## src/rtl/chirp_window_scheduler.sv

```systemverilog
// Per-chirp sequencer: FFT reset, next strobe, sample-pair streaming, FFT gap, frame count.
// Optional SCHED_OVERRUN_CNT_EN adds a saturating overrun counter port.
module chirp_window_scheduler #(
    parameter int NUM_PAIRS        = 1024,
    parameter int ADDR_W           = 11,
    parameter int GAP_CYCLES       = 11290,
    parameter int CHIRPS_PER_FRAME = 64,
    parameter int CHIRP_W          = 6
) (
    input  logic               clk,
    input  logic               reset,
    input  logic               enable,
    input  logic               chirp_start,
    input  logic               smp_ack,
    input  logic               fft_done,
    output logic               fft_reset,
    output logic               next,
    output logic               smp_req,
    output logic [ADDR_W-1:0]  win_addr,
    output logic               busy,
    output logic [CHIRP_W-1:0] chirp_idx,
    output logic               frame_done,
    output logic               overrun
`ifdef SCHED_OVERRUN_CNT_EN
    ,
    output logic [7:0]         overrun_cnt
`endif
);

    localparam int PW = (NUM_PAIRS > 1) ? $clog2(NUM_PAIRS) : 1;
    localparam int GW = (GAP_CYCLES > 1) ? $clog2(GAP_CYCLES) : 1;

    typedef enum logic [2:0] {
        IDLE,
        RST0,
        RST1,
        NXT0,
        NXT1,
        STREAM,
        GAP
    } state_t;

    state_t             state_q;
    state_t             state_d;
    logic [PW-1:0]      pair_q;
    logic [PW-1:0]      pair_d;
    logic [GW-1:0]      gap_q;
    logic [GW-1:0]      gap_d;
    logic [CHIRP_W-1:0] idx_d;
    logic               frame_done_d;
    logic               overrun_d;

    always_comb begin
        state_d      = state_q;
        pair_d       = pair_q;
        gap_d        = gap_q;
        idx_d        = chirp_idx;
        frame_done_d = 1'b0;
        overrun_d    = chirp_start && (state_q != IDLE);
        unique case (state_q)
            IDLE: begin
                if (enable && chirp_start)
                    state_d = RST0;
            end
            RST0:   state_d = RST1;
            RST1:   state_d = NXT0;
            NXT0:   state_d = NXT1;
            NXT1:   state_d = STREAM;
            STREAM: begin
                if (smp_req && smp_ack) begin
                    if (pair_q == PW'(NUM_PAIRS - 1)) begin
                        pair_d  = '0;
                        state_d = GAP;
                    end else begin
                        pair_d = pair_q + 1'b1;
                    end
                end
            end
            GAP: begin
                // Either the FFT reports completion or the worst-case gap elapses
                if (gap_q == GW'(GAP_CYCLES - 1) || fft_done) begin
                    gap_d   = '0;
                    state_d = IDLE;
                    if (chirp_idx == CHIRP_W'(CHIRPS_PER_FRAME - 1)) begin
                        idx_d        = '0;
                        frame_done_d = 1'b1;
                    end else begin
                        idx_d = chirp_idx + 1'b1;
                    end
                end else begin
                    gap_d = gap_q + 1'b1;
                end
            end
            default: state_d = IDLE;
        endcase
    end

    // Outputs are registered from the next-state values so they align with state
    always_ff @(posedge clk) begin
        if (reset) begin
            state_q    <= IDLE;
            pair_q     <= '0;
            gap_q      <= '0;
            fft_reset  <= 1'b0;
            next       <= 1'b0;
            smp_req    <= 1'b0;
            win_addr   <= '0;
            busy       <= 1'b0;
            chirp_idx  <= '0;
            frame_done <= 1'b0;
            overrun    <= 1'b0;
        end else begin
            state_q    <= state_d;
            pair_q     <= pair_d;
            gap_q      <= gap_d;
            fft_reset  <= (state_d == RST0) || (state_d == RST1);
            next       <= (state_d == NXT0) || (state_d == NXT1);
            smp_req    <= (state_d == STREAM);
            win_addr   <= ADDR_W'({pair_d, 1'b0});
            busy       <= (state_d != IDLE);
            chirp_idx  <= idx_d;
            frame_done <= frame_done_d;
            overrun    <= overrun_d;
        end
    end

`ifdef SCHED_OVERRUN_CNT_EN
    always_ff @(posedge clk) begin
        if (reset) begin
            overrun_cnt <= '0;
        end else if (frame_done_d) begin
            overrun_cnt <= overrun_d ? 8'd1 : 8'd0;
        end else if (overrun_d && overrun_cnt != 8'hFF) begin
            overrun_cnt <= overrun_cnt + 8'd1;
        end
    end
`endif

endmodule

```

## config.mk

```make
export PLATFORM = sky130hd
export DESIGN_NAME = chirp_window_scheduler
export DESIGN_NICKNAME = d
export VERILOG_FILES = /design/src/rtl/chirp_window_scheduler.sv
export SDC_FILE = /design/constraint.sdc
export NUM_CORES = 1
export LEC_CHECK = 0
export CAP_MARGIN = 20
export CORE_MARGIN = 3
export CORE_UTILIZATION = 48
export DETAILED_ROUTE_END_ITERATION = 12
export PLACE_DENSITY = 0.75
export SLEW_MARGIN = 20
export SYNTH_ARGS = -nofsm -noshare
export SYNTH_HDL_FRONTEND = slang
export SYNTH_SLANG_ARGS = --single-unit
```

## constraint.sdc

```tcl
create_clock -name clk -period 1.85 [get_ports clk]
set_input_delay 0.4625 -clock clk [delete_from_list [all_inputs] [get_ports clk]]
set_output_delay 0.4625 -clock clk [all_outputs]
set_load 0.005 [all_outputs]
```

==> results.cfg, run 1 <==
[outcome]
run_status = finished clean

[floorplan]
number_of_standard_cell_rows_in_the_floorplan = 22
floorplan.die.height_um = 68.7
initial_core_util_pct = 50.8
fp.dieArea_mm2 = 0.00472
top_level_ports = 29
floorplan_core_area_mm2 = 0.00372
die_w_um = 68.7

[synthesis]
synth-edff-count = 0
netlist.top_cell.by_area = sky130_fd_sc_hd__dfxtp_1
cell_area_synth_mm2 = 0.00189
yosys.cell_count.top_type = sky130_fd_sc_hd__dfxtp_1
synthesized_netlist_cell_count = 220
synth.ff_latch_count = 39
synthTopCellsByCount = 39 x sky130_fd_sc_hd__dfxtp_1, 21 x sky130_fd_sc_hd__nor2_1, 18 x sky130_fd_sc_hd__a21oi_1
synth_nets = 230
async_reset_ff_share_pct = 0
synth_top_cell_area_share_pct = 41.4
post_syn_area_per_cell_um2 = 8.58
seq_area_frac_synth_pct = 41.4
synth_flop_cell = sky130_fd_sc_hd__dfxtp_1
synth.distinct_cells = 47
synth_area_leaders = sky130_fd_sc_hd__dfxtp_1 41%, sky130_fd_sc_hd__xnor2_1 5.1%, sky130_fd_sc_hd__a21oi_1 4.8%, sky130_fd_sc_hd__nor2_1 4.2%, sky130_fd_sc_hd__nand3_1 2.9%
yosys_warnings = 0

[clock_tree]
postCtsHoldBufs = 0
cts.sink_count = 39
cts_h_tree_depth = 2
cts_made_buffers = 5
max-clock-path-buffers = 2
cts.reportedPaths.clkPinSlew_ns = 0.07
clk_latency_ns = 0.29
tritoncts = done
cts_root_buffer = sky130_fd_sc_hd__clkbuf_8

[worst_setup_path]
timing_worst_setup_path_type = primary input to register
cp_num_buf_inv = 1
cp.arrival_ns = 2.04
startpoint_class_of_the_critical_path = primary input
path_cells = clkdlybuf4s50_1 > nand2_1 > or3_4 > or4b_1 > a31oi_1
timing.critical_path.fanout_max = 4
timing.critical_path.max_delay_family = simple AND/OR/NAND/NOR gates
timing.critical_path.slowest_stage_cell = sky130_fd_sc_hd__or4b_1
type_of_element_capturing_the_critical_path = register
cp_slowest_stage_delay_ns = 0.50
required_time_worst_endpoint_ns = 2.07

[placed_design]
finalWeightedCongestion = 0.816
place.port_buffers = 27
placed_area_mm2 = 0.00234
dp.cells = 306
dp_hpwl_mm = 2.96

[global_routing]
globalRoute.totalOverflow = 0
antenna_found_initial = 0
global_route.usage.total_pct = 19.3
maximum_number_of_pins_on_one_net_before_global_route_repair = 14
global_route_wire_length_before_repair_mm = 6.84
grt_pass1_vias = 1560

[route]
drt_iter0_drc = 100
drt_wl_total_mm = 4.13
wl_per_cell_um = 13.1
drc_errors = 0
drt_pass1_iterations = 4
total_vias_in_the_final_route = 1723
drt-vias-per-instance = 5.47
drtAntennaViolNets = 0

[run]
maxCapViolCount = 0

[pwr]
worst_ir_drop_vdd_uv = 526
power.leakage_uw = 0.000855
power_per_cell_area_mw_per_mm2 = 708

[sta]
totalNegativeSetupSlack_ns = 0
max_freq_ghz = 0.550
post-route-period-util_pct = 98.4
clock_skew_ns = 0.00470
grt_setup_unrepaired = false
timing_max_transition_violations_final = 0
minimum_clock_period_ns = 1.82
hold_violations = 0
report.final.setup_viol = 0

[final_layout]
nets = 276
final_core_util_pct = 66.6
flow.area_growth_from_synthesis_pct = 31.1
nFillCells = 324
finish.cell_count_without_fillers = 315
antennaDiodeCount = 0
post_route_cells_drive_above_1_share_pct = 14.2
finish.instance_area_mm2 = 0.00248

[hold_path]
min_path_type = register to register
what timing repair did:
item / CTS / global route
resized for setup: 1 / 3
setup endpoints to repair: 2 / 1
pin swaps: 0 / 1
buffers inserted: 0 / 1
kinds of logic after synthesis:
group                      after synthesis  synth area share [%]
and+or+nand+nor                         94                  28.4
AOI/OAI and AO/OA                       46                  15.8
DFF                                     39                  41.4
buffers and inverters                   21                  4.57
xor gates and xnor gates                15                  6.96
adders and majority gates                4                  2.65
other                                    1                 0.199
state kept, by name (all words and copies together), names as in the netlist:
signal and cells:
gap_q 14, pair_q 10, chirp_idx 6, state_q 3, busy 1, fft_reset 1
frame_done 1, next 1, overrun 1, smp_req 1
per-stage QoR:
stage / hold slack (ns) / total power, uW / worst slack (ns)
finish: 0.495 / 1750 / 0.0305
global route: 0.510 / 1830 / 0.000946
CTS: 0.490 / 1770 / 0.0349
detailed placement: 0.480 / 1140 / -0.285
global placement: 0.466 / 1140 / -0.254
floorplan: 0.449 / 1040 / 0.142
layout make-up:
class | count | area (um2) | share of cell area (%)
well taps | 48 | 60.1 | 2.43
multi-input cells | 160 | 1040 | 42.1
inverters | 8 | 30.0 | 1.21
clock buffers | 8 | 100 | 4.04
flip-flops and latches | 39 | 781 | 31.5
repair buffers | 52 | 462 | 18.6
final timing paths:
path                          start                   endpoint  slack [ns]  depth (start not counted)
max                         smp_ack     pair_q[9]$_SDFFE_PP0P_        0.03                          5
min          pair_q[1]$_SDFFE_PP0P_     pair_q[1]$_SDFFE_PP0P_        0.50                          2
max reg2reg   gap_q[0]$_SDFFE_PP0P_  chirp_idx[4]$_SDFFE_PP0P_        0.12                          6
min reg2reg  pair_q[1]$_SDFFE_PP0P_     pair_q[1]$_SDFFE_PP0P_        0.50                          2
cell usage in the layout, fill, tap and decap left out, drive strengths merged, types with 4 or more instances in the layout:
cell and instances:
a21oi 18, buf 25, clkbuf 8, clkdlybuf4s50 27, dfxtp 39, ha 4
inv 8, nand2 13, nand3 11, nand3b 4, nor2 21, nor3 5
nor3b 4, nor4 6, o21ai 5, o31ai 5, or3 7, or4 5
xnor2 11, xor2 4
metal layers:
metal	vias to the layer above	GRT usage, %	wire [um]
met1	796	24.6	2020
met5	-	0	0
met4	0	7.54	27
met2	30	29.9	1940
met3	2	6.81	149
li1	895	-	-
power breakdown:
group,switching [uW],leakage (uW),internal [uW]
combinational,105,0.000488,125
clock,286,0.0000515,340
sequential,25.6,0.000315,870
worst reg2reg max path: cells and delay by family (launching register included):
family,cells,cell delay [ns]
adder cells (fa/ha/maj),1,0.15
flip-flops,1,0.35
buffers and inverters,1,0.17
AO/OA/AOI/OAI,2,0.31
AND/OR/NAND/NOR,2,0.69
No activity file was read; power rests on OpenSTA's default activity.
==> inputs of run 2 (changes only) <==
CORE_MARGIN = 4   (was 3)
==> run 2 against run 1 <==
Register-to-register slack barely moved. Critical endpoint unchanged. Total power fell by 0.95%. Global-route usage fell by 2.0 points. Hold slack got worse by 0.0017 ns. Critical path type unchanged. Sequential power barely moved. Critical path depth did not move. Via count rose by 0.12%. Maximum frequency fell by 0.37%. Largest power group unchanged. Sequential share of layout area rose by 0.52 points.
==> results.cfg, run 2 (synthesis results as in run 1) <==
[outcome]
run_status = finished clean

[sta]
timing_max_transition_violations_final = 0
hold_violations = 0
clock_skew_ns = 0.00537
max_freq_ghz = 0.548
minimum_clock_period_ns = 1.83
post-route-period-util_pct = 98.7
grt_setup_unrepaired = false
report.final.setup_viol = 0

[floorplan]
floorplan.die.height_um = 70.7
fp.dieArea_mm2 = 0.00500
die_w_um = 70.7
number_of_standard_cell_rows_in_the_floorplan = 22
top_level_ports = 29
initial_core_util_pct = 50.4
floorplan_core_area_mm2 = 0.00374

[worst_setup_path]
timing.critical_path.from = smp_ack
startpoint_class_of_the_critical_path = primary input
path_cells = clkdlybuf4s50_1 > nand2_1 > or3_4 > or4b_1 > a31oi_1
timing.critical_path.slowest_stage_cell = sky130_fd_sc_hd__or4b_1
cp.arrival_ns = 2.04
timing.critical_path.fanout_max = 4
required_time_worst_endpoint_ns = 2.06
type_of_element_capturing_the_critical_path = register
timing_worst_setup_path_type = primary input to register
worstReg2RegStart = gap_q[1]$_SDFFE_PP0P_
cp_slowest_stage_delay_ns = 0.50

[clock_tree]
clk_latency_ns = 0.28
cts_h_tree_depth = 2
postCtsHoldBufs = 0
cts_made_buffers = 5
cts.sink_count = 39
cts.repair_timing.setup_buffer_count = 0
cts.reportedPaths.clkPinSlew_ns = 0.07
cts_root_buffer = sky130_fd_sc_hd__clkbuf_8
max-clock-path-buffers = 2
tritoncts = done

[global_routing]
maximum_number_of_pins_on_one_net_before_global_route_repair = 16
grt_pass1_vias = 1569
antenna_found_initial = 0
global_route_wire_length_before_repair_mm = 7.15
global_route.usage.total_pct = 17.3
globalRoute.totalOverflow = 0

[route]
total_vias_in_the_final_route = 1725
drt_wl_total_mm = 4.11
drt_iter0_drc = 109
drt_pass1_iterations = 4
drc_errors = 0
wl_per_cell_um = 13.2
drtAntennaViolNets = 0
drt-vias-per-instance = 5.55

[final_layout]
largest_register = gap_q
nets = 272
post_route_cells_drive_above_1_share_pct = 12.9
layout.cells.most_common_list = 39 x sky130_fd_sc_hd__dfxtp_1, 27 x sky130_fd_sc_hd__clkdlybuf4s50_1, 21 x sky130_fd_sc_hd__nor2_1, 21 x sky130_fd_sc_hd__buf_4, 18 x sky130_fd_sc_hd__a21oi_1
finish.cell_count_without_fillers = 311
antennaDiodeCount = 0
largest_reg_flops = 14
finish.instance_area_mm2 = 0.00244
flow.area_growth_from_synthesis_pct = 29.0
leading_registers_by_flop_count = gap_q x14, pair_q x10, chirp_idx x6
final_common_cell = sky130_fd_sc_hd__dfxtp_1

[pwr]
power.share.clock_pct = 35.5
internal_power_uw = 1330
power.leakage_uw = 0.000833
worst_ir_drop_vdd_uv = 538
power_per_cell_area_mw_per_mm2 = 712
combinational_group_share_of_total_power_pct = 13.0
switching_share_pct = 23.3
netSwitchingPower_uw = 404
share_seq_of_total_power_pct = 51.5

[placed_design]
placed_area_mm2 = 0.00232
finalWeightedCongestion = 0.835
place.port_buffers = 27
dp_hpwl_mm = 3.03
dp.cells = 303

[run]
maxCapViolCount = 0

[hold_path]
min_path_type = register to register
launch_instance_of_the_worst_min_delay_path = gap_q[13]$_SDFFE_PP0P_
-- run 2: cell types whose count changed in the layout (fill, tap and decap cells not counted) --
cell / delta
sky130_fd_sc_hd__buf_4: -3
sky130_fd_sc_hd__a21o_1: -1
sky130_fd_sc_hd__a21o_2: +1
sky130_fd_sc_hd__a41oi_1: +1
sky130_fd_sc_hd__a41oi_2: -1
sky130_fd_sc_hd__buf_6: -1
-- run 2: worst paths after layout --
path	endpoint	slack (ns)	cells past startpoint
worst min register to register	gap_q[13]$_SDFFE_PP0P_	0.49	2
worst max-delay path	pair_q[9]$_SDFFE_PP0P_	0.02	5
worst max register to register	chirp_idx[4]$_SDFFE_PP0P_	0.11	7
worst min-delay path	gap_q[13]$_SDFFE_PP0P_	0.49	2
-- run 2: metrics by stage --
step / setup WS (ns) / hold slack [ns] / util, % / total power (uW) / TNS [ns]
final: 0.0236 / 0.493 / 65.1 / 1740 / 0
after floorplan: 0.142 / 0.449 / - / 1040 / 0
after CTS: 0.0276 / 0.489 / 64.8 / 1750 / 0
after global placement: -0.254 / 0.469 / 62.0 / 1130 / -0.463
after global routing: 0.00344 / 0.507 / 65.1 / 1810 / 0
after detailed placement: -0.281 / 0.480 / 62.0 / 1130 / -0.564
-- run 2: area by class of cell --
class / instances / area [um2]
Fill cell: 345 / 1310
Tap cell: 48 / 60.1
Multi-Input combinational cell: 160 / 1040
Timing Repair Buffer: 48 / 428
Clock buffer: 8 / 100
Inverter: 8 / 30.0
Sequential cell: 39 / 781
-- run 2: metal layers --
metal	vias to the layer above	part of all wire (%)	GRT usage, %
li1	882	-	-
met1	809	48	23.1
met2	29	48	28.4
met3	5	3.0	3.55
met4	0	1.1	5.01
met5	-	0	0
-- run 2: timing repair --
action,CTS,global route
pin swaps,0,0
endpoints found under the setup margin,1,8
resized for setup,1,2
-- run 2: critical path: cells and delay by family --
kind	cells	cell delay, ns
AOI/OAI and AO/OA	1	0.16
and+or+nand+nor	3	0.96
buffers and inverters	1	0.45
-- run 2: power by group through the flow --
stage	Sequential [uW]	Combinational [uW]	Clock, uW
after global placement	911	223	0
final	893	226	617
after detailed placement	912	223	0
after global routing	899	251	664
after CTS	893	226	630
after floorplan	912	129	0
